## src/rtl/cpu_pkg.sv

```systemverilog
// Shared pipeline-control types: register addressing, tracker entry layout and
// forwarding encoding, plus small helpers used by the hazard logic.
package cpu_pkg;

   localparam int REG_AW = 5;
   localparam logic [REG_AW-1:0] X0 = '0;
   localparam int FWD_RB = 0;

   typedef struct packed {
      logic              valid;
      logic [REG_AW-1:0] rd;
      logic              regWrite;
      logic              memRead;
      logic              memWrite;
      logic [REG_AW-1:0] rs1;
      logic [REG_AW-1:0] rs2;
      logic              useRs1;
      logic              useRs2;
   } trackEntry_t;

   function automatic logic isWriter(input trackEntry_t e);
      return e.valid && e.regWrite && (e.rd != X0);
   endfunction

   // True when entry e produces the value a consumer reads through src.
   function automatic logic writesSrc(input trackEntry_t e,
                                      input logic [REG_AW-1:0] src,
                                      input logic useSrc);
      return isWriter(e) && useSrc && (e.rd == src);
   endfunction

endpackage

```

## src/rtl/sat_counter.sv

```systemverilog
// Saturating up-counter with synchronous clear; holds at all-ones instead of wrapping.
module sat_counter #(
   parameter int W = 32
) (
   input  logic         clk,
   input  logic         inc,
   input  logic         clear,
   output logic [W-1:0] count
);

   // NOTE: sequential state is assigned with <= so every flop samples pre-edge values.
   always_ff @(posedge clk) begin
      if (clear)
         count <= '0;
      else if (inc && (count != '1))
         count <= count + W'(1);
   end

endmodule

```

## src/rtl/pipeline_ctrl.sv

```systemverilog
// Hazard and forwarding controller: shadows in-flight instructions from EX to WB
// and derives stall, bubble, flush, freeze and forwarding selects from them.
module pipeline_ctrl #(
   parameter int DEPTH  = 3,
   parameter int REG_AW = 5,
   parameter int CNT_W  = 32,
   parameter int FW     = $clog2(DEPTH)
) (
   input  logic              clk,
   input  logic              rst,
   input  logic              id_valid,
   input  logic [REG_AW-1:0] id_rs1,
   input  logic [REG_AW-1:0] id_rs2,
   input  logic              id_use_rs1,
   input  logic              id_use_rs2,
   input  logic [REG_AW-1:0] id_rd,
   input  logic              id_reg_write,
   input  logic              id_mem_read,
   input  logic              id_mem_write,
   input  logic              ex_redirect,
   input  logic              mem_done,
   output logic              stall_if,
   output logic              stall_id,
   output logic              bubble_ex,
   output logic              flush_if,
   output logic              flush_id,
   output logic              freeze_back,
   output logic [FW-1:0]     fwd_sel_rs1,
   output logic [FW-1:0]     fwd_sel_rs2,
   output logic [CNT_W-1:0]  stall_count,
   output logic [CNT_W-1:0]  flush_count
);

   import cpu_pkg::*;

   localparam int MEM_IDX = DEPTH - 2;
   localparam int WB_IDX  = DEPTH - 1;

   trackEntry_t tracker [DEPTH];
   trackEntry_t idEntry;

   logic memStall;
   logic loadUse;
   logic redirect;
   logic issue;
   logic stallInc;
   logic counterClear;

   always_comb begin
      idEntry          = '0;
      idEntry.valid    = id_valid;
      idEntry.rd       = id_rd;
      idEntry.regWrite = id_reg_write;
      idEntry.memRead  = id_mem_read;
      idEntry.memWrite = id_mem_write;
      idEntry.rs1      = id_rs1;
      idEntry.rs2      = id_rs2;
      idEntry.useRs1   = id_use_rs1;
      idEntry.useRs2   = id_use_rs2;
   end

   // Loads only forward from WB, so a load anywhere before MEM blocks a dependent ID.
   // NOTE: every always_comb output gets a default first so no latch is inferred.
   always_comb begin
      memStall = tracker[MEM_IDX].valid
               && (tracker[MEM_IDX].memRead || tracker[MEM_IDX].memWrite)
               && !mem_done;
      loadUse = 1'b0;
      for (int k = 0; k < MEM_IDX; k++) begin
         if (tracker[k].memRead
             && (writesSrc(tracker[k], id_rs1, id_use_rs1)
                 || writesSrc(tracker[k], id_rs2, id_use_rs2)))
            loadUse = 1'b1;
      end
      loadUse  = loadUse && id_valid;
      redirect = !memStall && ex_redirect;
      issue    = id_valid && !loadUse && !redirect;
   end

   assign freeze_back = memStall;
   assign flush_if    = redirect;
   assign flush_id    = redirect;
   assign stall_if    = memStall || (loadUse && !redirect);
   assign stall_id    = stall_if;
   assign bubble_ex   = redirect || (loadUse && !memStall);

   // Walk from WB towards EX so the youngest matching writer wins.
   always_comb begin
      fwd_sel_rs1 = FW'(FWD_RB);
      fwd_sel_rs2 = FW'(FWD_RB);
      for (int k = WB_IDX; k >= 1; k--) begin
         if ((k == WB_IDX) || !tracker[k].memRead) begin
            if (writesSrc(tracker[k], tracker[0].rs1, tracker[0].useRs1))
               fwd_sel_rs1 = FW'(k);
            if (writesSrc(tracker[k], tracker[0].rs2, tracker[0].useRs2))
               fwd_sel_rs2 = FW'(k);
         end
      end
      if (!tracker[0].valid || (tracker[0].rs1 == X0))
         fwd_sel_rs1 = FW'(FWD_RB);
      if (!tracker[0].valid || (tracker[0].rs2 == X0))
         fwd_sel_rs2 = FW'(FWD_RB);
   end

   // NOTE: the whole tracker is a handful of flops, so every entry is cleared on reset.
   always_ff @(posedge clk) begin
      if (!rst) begin
         for (int k = 0; k < DEPTH; k++)
            tracker[k] <= '0;
      end else if (!memStall) begin
         tracker[0] <= issue ? idEntry : '0;
         for (int k = 1; k < DEPTH; k++)
            tracker[k] <= tracker[k-1];
      end
   end

   assign stallInc     = stall_id && !flush_id;
   assign counterClear = !rst;

   sat_counter #(.W(CNT_W)) uStallCount (
      .clk   (clk),
      .inc   (stallInc),
      .clear (counterClear),
      .count (stall_count)
   );

   sat_counter #(.W(CNT_W)) uFlushCount (
      .clk   (clk),
      .inc   (redirect),
      .clear (counterClear),
      .count (flush_count)
   );

endmodule

```

## config.mk

```make
export PLATFORM = sky130hd
export DESIGN_NAME = pipeline_ctrl
export DESIGN_NICKNAME = d
export VERILOG_FILES = /design/src/rtl/cpu_pkg.sv /design/src/rtl/sat_counter.sv /design/src/rtl/pipeline_ctrl.sv
export SDC_FILE = /design/constraint.sdc
export NUM_CORES = 1
export LEC_CHECK = 0
export CAP_MARGIN = 25
export CORE_MARGIN = 2
export CORE_UTILIZATION = 52
export CTS_CLUSTER_DIAMETER = 150
export DETAILED_ROUTE_END_ITERATION = 10
export PLACE_DENSITY = 0.77
export SKIP_LAST_GASP = 1
export SLEW_MARGIN = 30
export SYNTH_ARGS = -nofsm -noshare
export SYNTH_HDL_FRONTEND = slang
export SYNTH_SLANG_ARGS = --single-unit
```

## constraint.sdc

```tcl
create_clock -name clk -period 3.1 [get_ports clk]
set_input_delay 0.31 -clock clk [delete_from_list [all_inputs] [get_ports clk]]
set_output_delay 0.31 -clock clk [all_outputs]
set_load 0.05 [all_outputs]
```

==> flow_summary_export.csv, run 1 <==
group,metric,value,unit
min_path,min_path_type,"reg -> reg",
clock_tree,cts.sinks,101,
layout,stdcell_area,6320,um2
clock_tree,cts_resized,0,
yosys,synthesis.nets,551,
clock_tree,cts.clk_slew.worst_paths,0.09,ns
min_path,min_from,"uStallCount.count[5]",
detailed_routing,drc_errors,0,
detailed_routing,wirelength,11500,um
global_route,grt_max_degree,63,
layout,fillers,762,
worst_setup_path,r2r-start,"uStallCount.count[0]",
place,gp_congestion,0.859,
layout,seqCellArea,2390,um2
floorplanning,dieHeight,102,um
timing,relSlewSlack,0.436,
floorplanning,initial_core_util,0.541,
clock_tree,cts_tree,"built",
timing,layout_setup_ws,0.304,ns
global_route,antenna_found_initial,0,
yosys,synthArstFlopShare,0,
job,max_cap_violations,0,
yosys,avgSynthCellArea,9.58,um2
detailed_routing,vias,4177,
worst_setup_path,worst_ep_arrival_time,2.49,ns
layout,drive_gt1_frac,0.0913,
worst_setup_path,endpoint_kind,"output port",
clock_tree,root_buffer,"clkbuf_8",
floorplanning,coreArea,9280,um2
worst_setup_path,rr_worst_depth,8,
floorplanning,die_w,102,um
timing,fin_crit,2.80,ns
timing,hold_violations,0,
worst_setup_path,critPathKind,"reg -> out",
timing,clock.fmax,358,MHz
worst_setup_path,required,2.79,ns
detailed_routing,firstDrtPassIters,4,
power,power_density,371,nW/um2
clock_tree,numCtsBuffers,9,
layout,diodes,0,
floorplanning,num_rows,35,
detailed_routing,drtIter0Drc,129,
clock_tree,htreeDepth,3,
layout,area_growth,25.9,%
global_route,grt_pass1_wl,19000,um
timing,drv_slew,0,
yosys,ys_ff_latch,101,
min_path,whs_endpoint,"uStallCount.count[5]",
worst_setup_path,reg2reg_to,"uStallCount.count[1]",
timing,worst_slew_pin_slew,0.847,ns
power,ir_worst_vdd,244,uV
place,numPortBuffers,98,
timing,rsz0062_at_grt,"false",
detailed_routing,viasPerCell,5.55,
clock_tree,cts.path.max_buffers,2,
floorplanning,dieArea,10500,um2
yosys,synth_cells,524,
layout,nNetsFinal,646,
global_route,grt_overflow,0,
worst_setup_path,crit_fanout,3,
yosys,yosysTopAreaCellShare,0.255,
timing,finalSetupViolations,0,
yosys,synth_ff_type,"dfxtp_1",
yosys,yosysTopAreaCell,"dfxtp_1",
place,place_area,6120,um2
clock_tree,cts-hold-fix-buffers,0,
yosys,synth_cell_types,51,
worst_setup_path,worst-r2r-setup-slack,0.48,ns
detailed_routing,ant_nets,0,
yosys,synth_edf_count,37,
timing,finClkSkew,0.0164,ns
global_route,grt_pass1_vias,4111,
power,leakage,2.28,nW
layout,multi_input_area,2460,um2
global_route,gr-usage-all-layers,0.230,
place,place_ws,0.317,ns
timing,fin_crit_sh,0.902,
yosys,synthTopCellsByArea,"dfxtp_1 (26%), edfxtp_1 (22%), xnor2_1 (6.8%), xor2_1 (3.7%), nor2_1 (3.1%)",
min_path,hold_depth,2,
outcome,outcome,"finished clean",
yosys,seq_area_frac_synth,0.477,
worst_setup_path,cp-start-kind,"flip-flop",
floorplanning,ios,99,
place,dp.final_hpwl,8320,um
detailed_routing,wl_per_cell,15.3,um
yosys,syn_area,5020,um2
timing,final.setup.tns,0,ns
clock_tree,post_cts_buffers,0,
clock_tree,clk_latency,0.36,ns
yosys,yosysWarnings,0,
state kept, by name (all words and copies together), names as in the netlist:
| register | flops |
|---|---|
| tracker | 37 |
| uFlushCount.count | 32 |
| uStallCount.count | 32 |
how the worst max path moves through the flow:
stage                              start                    end  slack [ns]
after floorplan           tracker[0][15]               stall_if        0.16
after global placement          mem_done         tracker[0][20]        0.33
after detailed placement        mem_done  uStallCount.count[15]        0.32
after CTS                 tracker[0][37]         fwd_sel_rs1[1]        0.04
after global routing       tracker[0][8]         fwd_sel_rs1[0]        0.21
final                      tracker[0][8]         fwd_sel_rs1[0]        0.30
worst max-delay path, cell delays in order (launching register included):
cell	delay [ns]
edfxtp_1	0.47
or4_1	0.55
o21ai_0	0.32
nor2_1	0.09
clkdlybuf4s50_1	0.71
cell families after synthesis:
logic type | Yosys count | share of synthesized area
xor gates and xnor gates | 60 | 0.105
buffers and inverters | 34 | 0.0384
DFF | 101 | 0.477
and+or+nand+nor | 251 | 0.287
AOI/OAI and AO/OA | 74 | 0.0840
muxes | 2 | 0.00399
adders and majority gates | 2 | 0.00499
cells in the mapped netlist, types with 5 or more instances:
| master | n |
|---|---|
| a21oi_1 | 31 |
| and2_1 | 23 |
| and3_1 | 22 |
| and4_1 | 5 |
| clkbuf_1 | 14 |
| dfxtp_1 | 64 |
| edfxtp_1 | 37 |
| inv_1 | 7 |
| nand2_1 | 35 |
| nand3_1 | 24 |
| nand4_1 | 12 |
| nor2_1 | 42 |
| nor3_1 | 11 |
| nor4_1 | 14 |
| nor4b_1 | 7 |
| o21ai_0 | 26 |
| o31ai_1 | 7 |
| or3_1 | 16 |
| or3_2 | 5 |
| or4_1 | 8 |
| or4_2 | 6 |
| xnor2_1 | 39 |
| xor2_1 | 21 |
per-layer routing:
layer  vias up  part of all wire  global-route usage
met5         -                 0                   0
met4         0             0.015              0.0626
met3        16             0.051              0.0636
met2        85              0.49               0.403
met1      1990              0.44               0.278
li1       2086                 -                   -
through the flow:
| stage | hold slack, ns | cells | util | total power, mW |
|---|---|---|---|---|
| floorplan | 0.451 | 524 | - | 1.50 |
| global placement | 0.477 | 737 | 0.658 | 1.56 |
| detailed placement | 0.499 | 737 | 0.659 | 1.56 |
| CTS | 0.511 | 753 | 0.680 | 2.36 |
| global route | 0.542 | 753 | 0.680 | 2.42 |
| finish | 0.508 | 753 | 0.680 | 2.34 |
layout by cell type, fill, tap and decap left out, types with 2 or more instances in the layout:
master,netlist,routed
a21oi_1,31,31
and2_1,23,23
and2_2,4,4
and3_1,22,22
and4_1,5,5
and4_2,4,4
buf_4,2,14
clkbuf_8,0,9
clkdlybuf4s50_1,0,93
clkinv_4,0,2
dfxtp_1,64,64
dlymetal6s2s_1,0,2
edfxtp_1,37,37
ha_1,2,2
inv_1,7,7
mux2i_1,2,2
nand2_1,35,35
nand2b_1,3,3
nand3_1,24,24
nand4_1,12,12
nor2_1,42,42
nor3_1,11,11
nor3b_1,2,2
nor4_1,14,13
nor4b_1,7,5
nor4b_2,0,2
o2111ai_1,2,2
o211ai_1,2,2
o21ai_0,26,26
o31ai_1,7,7
or2_2,2,2
or3_1,16,16
or3_2,5,5
or4_1,8,8
or4_2,6,6
xnor2_1,39,39
xor2_1,21,21
final cells by class:
cell class | instances | area share
clock buffer | 10 | 0.0202
multi-input combinational | 389 | 0.390
inverter | 8 | 0.00475
timing repair buffer | 110 | 0.171
tap | 129 | 0.0256
clock inverter | 6 | 0.00990
sequential | 101 | 0.379
power breakdown:
part | switching (mW) | internal (mW) | leakage (nW)
clock network | 0.440 | 0.373 | 0.0982
registers | 0.0153 | 1.38 | 0.967
logic | 0.0709 | 0.0642 | 1.22
Note: power is estimated with default switching activity, not from simulation.
==> inputs of run 2 (changes only) <==
--- a/config.mk
+++ b/config.mk
@@ -7,12 +7,13 @@
 export LEC_CHECK = 0
 export CAP_MARGIN = 25
 export CORE_MARGIN = 2
-export CORE_UTILIZATION = 52
+export CORE_UTILIZATION = 53
 export CTS_CLUSTER_DIAMETER = 150
 export DETAILED_ROUTE_END_ITERATION = 10
-export PLACE_DENSITY = 0.77
+export PLACE_DENSITY = 0.78
 export SKIP_LAST_GASP = 1
 export SLEW_MARGIN = 30
 export SYNTH_ARGS = -nofsm -noshare
 export SYNTH_HDL_FRONTEND = slang
+export SYNTH_HIERARCHICAL = 1
 export SYNTH_SLANG_ARGS = --single-unit
==> flow_summary_export.csv, run 2 <==
group,metric,value,unit
clock_tree,htreeDepth,3,
yosys,yosysMostFrequentCell,"a21oi_1",
timing,fin_crit_sh,0.962,
global_route,grt_max_degree,42,
timing,timing.hold.ws,0.516,ns
floorplanning,ios,99,
layout,drive_gt1_frac,0.0965,
clock_tree,clk_latency,0.37,ns
layout,final_common_cell,"clkdlybuf4s50_1",
clock_tree,cts.path.max_buffers,2,
power,ir_worst_vdd,196,uV
yosys,synth_cells,582,
timing,drv_slew,0,
timing,rsz0062_at_grt,"false",
outcome,outcome,"finished clean",
place,dp.final_hpwl,10000,um
place,numPortBuffers,98,
yosys,synth_cell_types,51,
min_path,min_path_type,"reg -> reg",
global_route,grt_overflow,0,
floorplanning,initial_core_util,0.548,
detailed_routing,drc_errors,0,
floorplanning,num_rows,36,
worst_setup_path,max_stage_delay,0.69,ns
layout,mostFrequentLayoutCells,"clkdlybuf4s50_1 (93), a21oi_1 (66), dfxtp_1 (64), nand3_1 (49), edfxtp_1 (37)",
timing,final.setup.tns,0,ns
yosys,seq_area_frac_synth,0.445,
layout,area_growth,26.0,%
floorplanning,coreArea,9820,um2
layout,diodes,0,
layout,reg_top3,"tracker (37), uFlushCount/count (32), uStallCount/count (32)",
place,gp_congestion,0.894,
worst_setup_path,cp-start-kind,"flip-flop",
worst_setup_path,critPathTopFamily,"buffers and inverters",
yosys,ys_ff_latch,101,
clock_tree,numCtsBuffers,9,
detailed_routing,firstDrtPassIters,5,
detailed_routing,viasPerCell,6.06,
timing,hold_violations,0,
place,dpl.cell_count,801,
timing,clock.fmax,335,MHz
detailed_routing,wirelength,13800,um
floorplanning,dieHeight,105,um
layout,fin_cells,817,
yosys,yosysTopAreaCell,"dfxtp_1",
yosys,syn_area,5380,um2
global_route,gr-usage-all-layers,0.252,
yosys,synthTopCellsByArea,"dfxtp_1 (24%), edfxtp_1 (21%), a21oi_1 (6.1%), xnor2_1 (4.7%), nand3_1 (4.6%)",
worst_setup_path,cp.buffers_inverters,1,
clock_tree,root_buffer,"clkbuf_8",
yosys,avgSynthCellArea,9.24,um2
power,leakage,2.27,nW
detailed_routing,drtIter0Drc,202,
timing,fin_crit,2.98,ns
worst_setup_path,critPathKind,"reg -> out",
worst_setup_path,required,2.79,ns
worst_setup_path,endpoint_kind,"output port",
yosys,synth_edf_count,37,
power,power_density,349,nW/um2
clock_tree,cts_tree,"built",
power,p_total,2.36,mW
job,max_cap_violations,0,
layout,fin_util,0.690,
worst_setup_path,worst_ep_arrival_time,2.67,ns
layout,regMostFlops,"tracker",
clock_tree,cts.sinks,101,
worst_setup_path,cp_cell_sequence,"or4_1, o211ai_1, nor4_1, o21a_1, clkdlybuf4s50_1",
yosys,synth_ff_type,"dfxtp_1",
yosys,yosysTopAreaCellShare,0.238,
global_route,antenna_found_initial,0,
clock_tree,cts.clk_slew.worst_paths,0.10,ns
yosys,synthesis.nets,609,
layout,nNetsFinal,706,
worst_setup_path,slowest_stage,"clkdlybuf4s50_1",
global_route,grt_pass1_vias,4714,
clock_tree,cts-hold-fix-buffers,0,
worst_setup_path,crit_fanout,3,
yosys,synthArstFlopShare,0,
timing,worst_slew_pin_slew,0.729,ns
detailed_routing,vias,4947,
detailed_routing,ant_nets,0,
floorplanning,dieArea,11000,um2
timing,finalSetupViolations,0,
layout,largest_register_ffs,37,
yosys,yosysWarnings,6,
timing,relSlewSlack,0.514,
floorplanning,die_w,105,um
detailed_routing,wl_per_cell,16.8,um
yosys,synth_common_cells,"a21oi_1 (66), dfxtp_1 (64), nand3_1 (49)",
global_route,grt_pass1_wl,22800,um
timing,finClkSkew,0.0153,ns
[run 2: changes by cell type after synthesis, sizes merged, moves of 11 or more]
cell | previous run | this run
and2 | 28 | 17
or4 | 14 | 29
o31ai | 7 | 24
nor2 | 42 | 31
and3 | 22 | 8
nand3 | 25 | 51
a21oi | 31 | 66
[run 2: per-layer routing]
layer  vias to the layer above  part of all wire  track usage
met5                         -                 0            0
met3                        16             0.061       0.0480
met2                       174              0.49        0.431
li1                       2409                 -            -
met1                      2348              0.44        0.324
met4                         0             0.011       0.0714
[run 2: path summary, 6_finish.rpt]
path / startpoint / endpoint / slack, ns / cells past startpoint
max: tracker[0][58] / fwd_sel_rs1[1] / 0.12 / 5
min: uStallCount/count[23] / uStallCount/count[23] / 0.52 / 2
max reg2reg: tracker[0][19] / uStallCount/count[25] / 0.38 / 10
min reg2reg: uStallCount/count[23] / uStallCount/count[23] / 0.52 / 2
[run 2: through the flow]
stage | setup WS, ns | area (um2)
global placement | 0.191 | 6590
detailed placement | 0.101 | 6590
CTS | 0.00615 | 6780
floorplan | 0.0989 | 5380
global route | 0.0485 | 6780
finish | 0.116 | 6780
[run 2: layout make-up]
cell class	instances	area, um2
Inverter	11	41.3
Tap cell	133	166
Timing Repair Buffer	120	1180
Multi-Input combinational cell	436	2810
Clock buffer	10	138
Clock inverter	6	52.6
Fill cell	795	3040
Sequential cell	101	2390
[run 2: logic make-up after synthesis]
family / after synthesis / share of synthesized area
AO/OA/AOI/OAI: 133 / 0.158
XOR/XNOR: 41 / 0.0667
AND/OR/NAND/NOR: 254 / 0.279
adder cells (fa/ha/maj): 2 / 0.00465
buffers and inverters: 45 / 0.0349
flip-flops: 101 / 0.445
multiplexers: 6 / 0.0121
[run 2: report_power, final]
part | total (mW) | internal [mW] | leakage [nW] | switching (mW)
Clock | 0.806 | 0.329 | 0.101 | 0.477
Combinational | 0.159 | 0.0736 | 1.20 | 0.0851
Sequential | 1.40 | 1.38 | 0.967 | 0.0166
Total | 2.36 | 1.78 | 2.27 | 0.579
[run 2: worst min-delay path: stages (launching register included)]
cell,delay (ns)
dfxtp_1,0.35
o31ai_1,0.07
a21oi_1,0.05
[run 2: timing repair]
item                       CTS  global route
setup endpoints to repair    0             1
buffers inserted             0             0
resized for setup            0             1
==> patch, RTL diff (flow settings as in run 2) <==
`REG_AW` is set to 5 in 2 places; all go to 6.
--- a/src/rtl/cpu_pkg.sv
+++ b/src/rtl/cpu_pkg.sv
@@ -4,3 +4,3 @@
 
-   localparam int REG_AW = 5;
+   localparam int REG_AW = 6;
    localparam logic [REG_AW-1:0] X0 = '0;
--- a/src/rtl/pipeline_ctrl.sv
+++ b/src/rtl/pipeline_ctrl.sv
@@ -4,3 +4,3 @@
    parameter int DEPTH  = 3,
-   parameter int REG_AW = 5,
+   parameter int REG_AW = 6,
    parameter int CNT_W  = 32,
Ports: changed (resized id_rd, id_rs1 and id_rs2); port bits go from 99 to 102. The function was not compared with the original's and may differ.
==> patch against run 2 <==
Synthesized area rose by 5.0%; setup slack improved by 0.13 ns; clock skew fell by 0.0026 ns; total power rose by 6.3%; cell area rose by 4.2%; sequential cell count rose by 5; routed wire length rose by 5.8%; via count rose by 4.6%; synthesized cell count rose by 3.1%; critical endpoint is now uStallCount/count[25]; largest power group unchanged.
==> patch: results (changes against run 2) <==
| Metric | Value |
|---|---|
| Synth cell types | 47 (-7.8%) |
| Compound-Gate Fraction of Synth Area | 15.2% (-0.61 points) |
| Crit Path Max Fanout | 5 (+2) |
| Final-stage net count | 727 (+3.0%) |
| Hold Slack | 0.500 ns (-0.0158 ns) |
| Worst EP arrival | 3.15 ns (+0.48 ns) |
| Worst setup EP type | flip-flop |
| Detailed Route Iter0 Violations | 263 (+30%) |
| Biggest regs | tracker x42, uFlushCount/count x32, uStallCount/count x32 |
| XOR/XNOR Fraction of Synth Area | 7.76% (+1.1 points) |
| Hold endpoint | uFlushCount/count[15] |
| Met3 routed WL | 853 µm (+0.83%) |
| Met2 wire length | 6930 µm (+2.7%) |
| First-pass GRT wire length | 23,500 µm (+3.3%) |
| Met1 WL | 6570 µm (+9.2%) |
| Grt met1 use | 35.1% (+2.7 points) |
| Syn nets | 630 (+3.4%) |
| Dpl cells | 822 (+2.6%) |
| Via-to-Cell Ratio | 6.18 (+2.0%) |
| Avg Cell Area, Syn | 9.41 µm² (+1.8%) |
| Port Buffer Count | 101 (+3.1%) |
| GPL Wtd Cong | 0.937 (+4.9%) |
| Mux contribution to synthesized area | 1.15% (-0.057 points) |
| Vias in the first global route | 4,848 (+2.8%) |
| Tot GR Track Use | 25.4% (+0.25 points) |
| Post-synthesis adder-cell area fraction | 0.443% (-0.022 points) |
| Layout area overhead | 25.1% |
| Number of synthesized flops with an enable pin | 42 (+14%) |
| Largest net degree at the start of global routing | 44 (+4.8%) |
| Worst reg-to-reg setup slack | 0.24 ns (-0.14 ns) |
| Met3 Resource Use GR | 4.19% (-0.61 points) |
| Run status | complete, no violations |
| Hold path startpoint | uFlushCount/count[15] |
| Setup crit start | tracker[0][17] |
| Lkg Pwr | 2.31 nW (+1.9%) |
| Post-Place Worst Slack | 0.0869 ns (-0.0136 ns) |
| Placement-stage cell area | 0.00686 mm² (+4.2%) |
| Routed length per instance | 17.4 µm (+3.1%) |
[patch: changes by cell type after synthesis, sizes merged, moves of 4 or more]
cell and delta:
xnor2 +13, edfxtp +5, xor2 -4, buf +4, nand3 +5, inv -4
[patch: final cells by class]
cell class | instances | area share (%)
Inverter | 7 | 0.372
Sequential cell | 106 | 36.0
Timing Repair Buffer | 121 | 16.9
Clock buffer | 14 | 2.30
Multi-Input combinational cell | 452 | 41.5
Tap cell | 136 | 2.41
Clock inverter | 2 | 0.531
[patch: report_power, final]
part           switching (W)  leakage [nW]  internal (W)
registers          0.0000200          1.03       0.00146
clock network       0.000448        0.0969      0.000420
logic              0.0000900          1.19     0.0000789
total               0.000558          2.31       0.00195
[patch: critical path: stages (launching register included)]
cell      delay, ns
edfxtp_1       0.51
xnor2_1        0.24
nand3_1        0.16
o22ai_4        0.22
a31o_2         0.25
nand4_1        0.24
nor4_2         0.31
buf_4          0.18
nand3_1        0.10
or4_1          0.43
a21oi_1        0.16
